===== src/rtl/mem_bus_arbiter.sv =====
// Two-port (fetch/data) arbiter in front of a single-port memory, one transaction in flight.
// Data port has priority; a starvation counter guarantees fetch a slot after STARVE_MAX data wins.
module mem_bus_arbiter #(
   parameter int unsigned STARVE_MAX = 4
) (
   input  logic        clk,
   input  logic        rst,
   // fetch port (read-only)
   input  logic        if_req,
   input  logic [31:0] if_addr,
   output logic        if_gnt,
   output logic        if_rvld,
   output logic [31:0] if_rdata,
   // data port
   input  logic        d_req,
   input  logic [31:0] d_addr,
   input  logic [3:0]  d_wren,
   input  logic [31:0] d_wrdata,
   output logic        d_gnt,
   output logic        d_rvld,
   output logic [31:0] d_rdata,
   // memory side
   output logic        mem_req,
   output logic [31:0] mem_addr,
   output logic [3:0]  mem_wren,
   output logic [31:0] mem_wrdata,
   input  logic        mem_ready,
   input  logic        mem_rvld,
   input  logic [31:0] mem_rdata,
   output logic        busy,
   // debug visibility
   output logic [1:0]  state_dbg,
   output logic [3:0]  starve_cnt_dbg
);

   // Handshakes: a grant is a one-cycle combinational pulse in IDLE and the payload is
   // captured on that edge; mem_req holds until mem_ready; rvld is a one-cycle pulse.

   typedef enum logic [1:0] {
      IDLE = 2'd0,
      REQ  = 2'd1,
      RESP = 2'd2
   } state_t;

   localparam logic [3:0] STARVE_LIM = 4'(STARVE_MAX);

   state_t      state_q, state_d;
   logic [3:0]  starve_q;
   logic        owner_q;      // 1: data port, 0: fetch port
   logic [31:0] addr_q;
   logic [3:0]  wren_q;
   logic [31:0] wrdata_q;
   logic        rst_q;        // blocks grants in the first cycle after reset

   always_comb begin
      state_d = state_q;
      if_gnt  = 1'b0;
      d_gnt   = 1'b0;
      if_rvld = 1'b0;
      d_rvld  = 1'b0;
      mem_req = 1'b0;
      if (!rst) begin
         case (state_q)
            IDLE: begin
               if (!rst_q) begin
                  if (d_req && !(if_req && (starve_q == STARVE_LIM))) begin
                     d_gnt = 1'b1;
                  end else if (if_req) begin
                     if_gnt = 1'b1;
                  end
                  if (d_req || if_req) begin
                     state_d = REQ;
                  end
               end
            end
            REQ: begin
               mem_req = 1'b1;
               if (mem_ready) begin
                  state_d = (wren_q != 4'd0) ? IDLE : RESP;
               end
            end
            RESP: begin
               if (mem_rvld) begin
                  if (owner_q) begin
                     d_rvld = 1'b1;
                  end else begin
                     if_rvld = 1'b1;
                  end
                  state_d = IDLE;
               end
            end
            default: state_d = IDLE;
         endcase
      end
   end

   always_ff @(posedge clk) begin
      if (rst) begin
         state_q  <= IDLE;
         starve_q <= 4'd0;
         owner_q  <= 1'b0;
         addr_q   <= 32'd0;
         wren_q   <= 4'd0;
         wrdata_q <= 32'd0;
         rst_q    <= 1'b1;
      end else begin
         rst_q   <= 1'b0;
         state_q <= state_d;
         if (d_gnt) begin
            owner_q  <= 1'b1;
            addr_q   <= d_addr;
            wren_q   <= d_wren;
            wrdata_q <= d_wrdata;
            if (if_req) begin
               starve_q <= (starve_q >= STARVE_LIM) ? STARVE_LIM : starve_q + 4'd1;
            end
         end else if (if_gnt) begin
            owner_q  <= 1'b0;
            addr_q   <= if_addr;
            wren_q   <= 4'd0;
            wrdata_q <= 32'd0;
            starve_q <= 4'd0;
         end
      end
   end

   assign mem_addr       = addr_q;
   assign mem_wren       = wren_q;
   assign mem_wrdata     = wrdata_q;
   assign if_rdata       = mem_rdata;
   assign d_rdata        = mem_rdata;
   assign busy           = !rst && (state_q != IDLE);
   assign state_dbg      = state_q;
   assign starve_cnt_dbg = starve_q;

endmodule


===== config.mk =====
export PLATFORM = sky130hd
export DESIGN_NAME = mem_bus_arbiter
export DESIGN_NICKNAME = d
export VERILOG_FILES = /design/src/rtl/mem_bus_arbiter.sv
export SDC_FILE = /design/constraint.sdc
export NUM_CORES = 1
export LEC_CHECK = 0
export ABC_AREA = 1
export CORE_ASPECT_RATIO = 1.4
export CORE_MARGIN = 4
export CORE_UTILIZATION = 32
export CTS_BUF_LIST = sky130_fd_sc_hd__clkbuf_16
export DETAILED_ROUTE_END_ITERATION = 8
export PLACE_DENSITY = 0.75
export SLEW_MARGIN = 20
export SYNTH_ARGS = -nofsm -noshare
export SYNTH_HDL_FRONTEND = slang
export SYNTH_SLANG_ARGS = --single-unit

===== constraint.sdc =====
create_clock -name clk -period 2.22 [get_ports clk]
set_clock_uncertainty 0.05 [all_clocks]
set_input_delay 0.555 -clock clk [delete_from_list [all_inputs] [get_ports clk]]
set_output_delay 0.555 -clock clk [all_outputs]
set_load 0.02 [all_outputs]

==> results.txt <==
----------------------------------------------------
[Run status]
  Run status ... complete, no violations

[Worst setup path]
  Sort of element at the end of the critical path ... primary output
  Data required time of the critical path ... 1.62 ns
  Critical-path maximum fanout ... 4
  Crit start category ... primary input
  Startpoint-to-endpoint class of the critical path ... in -> out
  Endpoint arrival time on the critical path ... around 1.6 ns

[Synth]
  Synthesized-area fraction occupied by xor and xnor cells ... 0%
  Post-synth EDFFs ... 0
  Synthesized netlist cell count ... 576
  Mux contribution to synthesized area ... 0%
  Simple-gate share of the synthesized area ... 34.20%
  Net count of the mapped netlist ... 716
  Share of synthesized area occupied by flip-flops and latches ... a little under two fifths
  Async set-reset flop share out of synthesis ... 0%
  Top_reg_cell synth ... dfxtp_1
  Main combinational cell family by area after synthesis ... simple AND/OR/NAND/NOR gates
  Complex-gate fraction of the synthesized area ... under 10%
  Post-Synth Adder-Cell Area ... less than 1%
  Number of distinct standard cells referenced by the synthesized netlist ... 24
  Avg Synthesized Cell Area ... approximately 7.0 µm²
  Flip-flop and latch count after synthesis ... 76
  Number of warnings printed during yosys synthesis ... 0
  Area of the mapped netlist ... just over 4000 µm²

[Route]
  Final routed wirelength across all metal layers ... approximately 13000 µm
  Routed Antenna Nets ... 0
  Starting DRT DRC Count ... 96
  Pre-antenna DRT Iters ... 6
  Vias per std cell ... 4.679
  Routed len/inst ... roughly 16 µm
  Via count ... ~4000
  Remaining DRCs ... 0

[STA]
  Worst Max-Slew Pin Slew ... between 0.4 and 0.5 ns
  Worst rel slew slack ... between 60% and 70%
  Final worst-path cycle share ... between 90% and 100%
  Max Clock Freq ... 460.1 MHz
  Sum Neg Setup Slack ... 0 ns
  Number of endpoints failing setup at the final stage ... 0
  Minimum clock period ... approximately 2.2 ns
  Total count of hold-check failures in the final report ... 0
  Final count of pins violating max slew ... 0
  RSZ-0062 raised after global routing ... no

[Place]
  DP Area ... around 5600 µm²
  HPWL after detailed placement ... just over 10000 µm
  Port bufs ... around 190
  DP Cell Count ... 831
  RD Place Congestion ... around 0.79

[Floorplan]
  Full die area ... approximately 15000 µm²
  I/O pin count ... ~280
  Std cell rows ... 48
  Die boundary width ... 103.2 µm
  Die Span Y ... ~140 µm
  Effective utilization at floorplan ... between 30% and 40%
  Total core area ... 12370 µm²

[Cells and area]
  Most common library cell in the layout ignoring fill and taps ... clkdlybuf4s50_1
  Final non-filler cell area ... between 5000 and 6000 µm²
  Final-layout fill cell count ... between 1000 and 1500
  Layout Cells excl Fill ... about 850
  Diodes inserted ... 0
  # nets final ... around 830
  Commonest non-fill, non-tap cells in the layout ... clkdlybuf4s50_1 (178), nor2_1 (107), dfxtp_1 (76)
  Area added between synthesis and finish ... 44.84%
  Combined area of the multi-input logic cells ... about 1700 µm²
  Final core utilization ... between 40% and 50%
  Layout cells sized above 1 ... between 10% and 20%
  Area taken by flip-flops and latches ... around 1500 µm²

[Worst hold path]
  HP Class ... reg -> reg

[GRT]
  Antenna violations before repair ... 0
  Global routing usage summed across all routing layers ... 17.56%
  Number of global-route vias before repair ... ~3700
  Total gr overflow ... 0
  First-pass GRT wire length ... between 15000 and 20000 µm
  Largest net degree at the start of global routing ... 44

[Clock network]
  Number of buffers created by CTS ... 9
  Clock Tree Root ... clkbuf_16
  TritonCTS sink count ... 76
  Clock tree buffer depth ... 2
  Level count of the clock H-tree ... 3
  Setup fix buffers added after clock tree synthesis ... 0
  Number of buffers inserted by hold repair at cts ... 0
  TritonCTS clock tree ... done
  Insertion delay to the later sink of the worst-skew pair ... 0.33 ns
  Clock input transition at the sequential cells of the worst setup and hold paths ... around 0.06 ns

[Pwr]
  Pwr/cell area ... around 610 nW/µm²
  Maximum vdd drop ... 0.3012 mV
  Design Power ... roughly 3.6 mW
  Leakage Power ... approximately 2.3 nW

[Run]
  Max-capacitance violation count ... 0

----------------------------------------------------
-- stage by stage --
step,setup WS [ns],hold slack [ns]
floorplan,0.01283,0.4036
global placement,-0.4158,0.4165
detailed placement,-0.4176,0.4245
CTS,0.02085,0.4316
global route,0.005490,0.4497
finish,0.04661,0.4272
-- repair_timing --
item,4_1_cts,5_1_grt
resized for setup,16,5
setup endpoints to repair,6,5
cloned,0,0
-- kinds of logic after synthesis --
family / count (synthesis)
simple gates: 305
fa+ha+maj: 2
buf+inv: 149
flops: 76
compound gates: 44
-- path summary, 6_finish.rpt --
path / slack, ns / to / start / depth (start not counted)
worst max-delay path: 0.05 / if_gnt / if_req / 6
worst min-delay path: 0.43 / mem_wrdata[16] / mem_wrdata[16] / 2
worst max register to register: 0.21 / starve_cnt_dbg[1] / starve_cnt_dbg[0] / 11
worst min register to register: 0.43 / mem_wrdata[16] / mem_wrdata[16] / 2
-- flip-flops by register name (all words and copies together), names as in the netlist --
register	cells
mem_addr	32
mem_wrdata	32
mem_wren	4
starve_cnt_dbg	4
state_dbg	2
owner_q	1
rst_q	1
-- power breakdown --
part | switching [mW] | internal [mW] | total, mW
combinational | 0.345 | 0.361 | 0.705
sequential | 0.0281 | 1.42 | 1.45
clock | 0.554 | 0.856 | 1.41
total | 0.927 | 2.64 | 3.56
-- critical path, stage by stage --
cell	delay, ns
clkdlybuf4s50_1	0.47
nand2_1	0.06
clkinv_1	0.05
nand2_2	0.09
a21oi_1	0.15
buf_2	0.19
-- metal layers --
layer	GRT usage (%)	wire length [µm]	vias up
li1	-	-	2009
met1	17.13	4540	1744
met2	28.34	6333	162
met3	10.74	1892	48
met4	9.413	649	0
met5	0	0	-
-- Yosys cell counts (2+ instances only) --
cell	count	area share (%)
buf_2	16	2.0
a21oi_2	9	1.9
buf_4	69	13
nor3_1	3	0.37
nand2_2	13	2.0
inv_1	41	3.8
nor2_1	107	9.9
buf_1	3	0.28
dfxtp_1	76	37
buf_6	4	1.1
inv_2	3	0.28
clkbuf_1	11	1.0
a21oi_1	34	4.2
ha_1	2	0.62
nand3_1	71	8.8
nand2_1	74	6.8
nand4_1	33	5.1
-- cell type report --
| class | instances | area share [%] |
|---|---|---|
| Timing Repair Buffer | 208 | 34.75 |
| Multi-Input combinational cell | 351 | 28.36 |
| Sequential cell | 76 | 25.89 |
| Clock buffer | 9 | 3.832 |
| Tap cell | 150 | 3.194 |
| Inverter | 46 | 2.959 |
| Clock inverter | 7 | 1.022 |
Power figures use the tool's default switching activity.
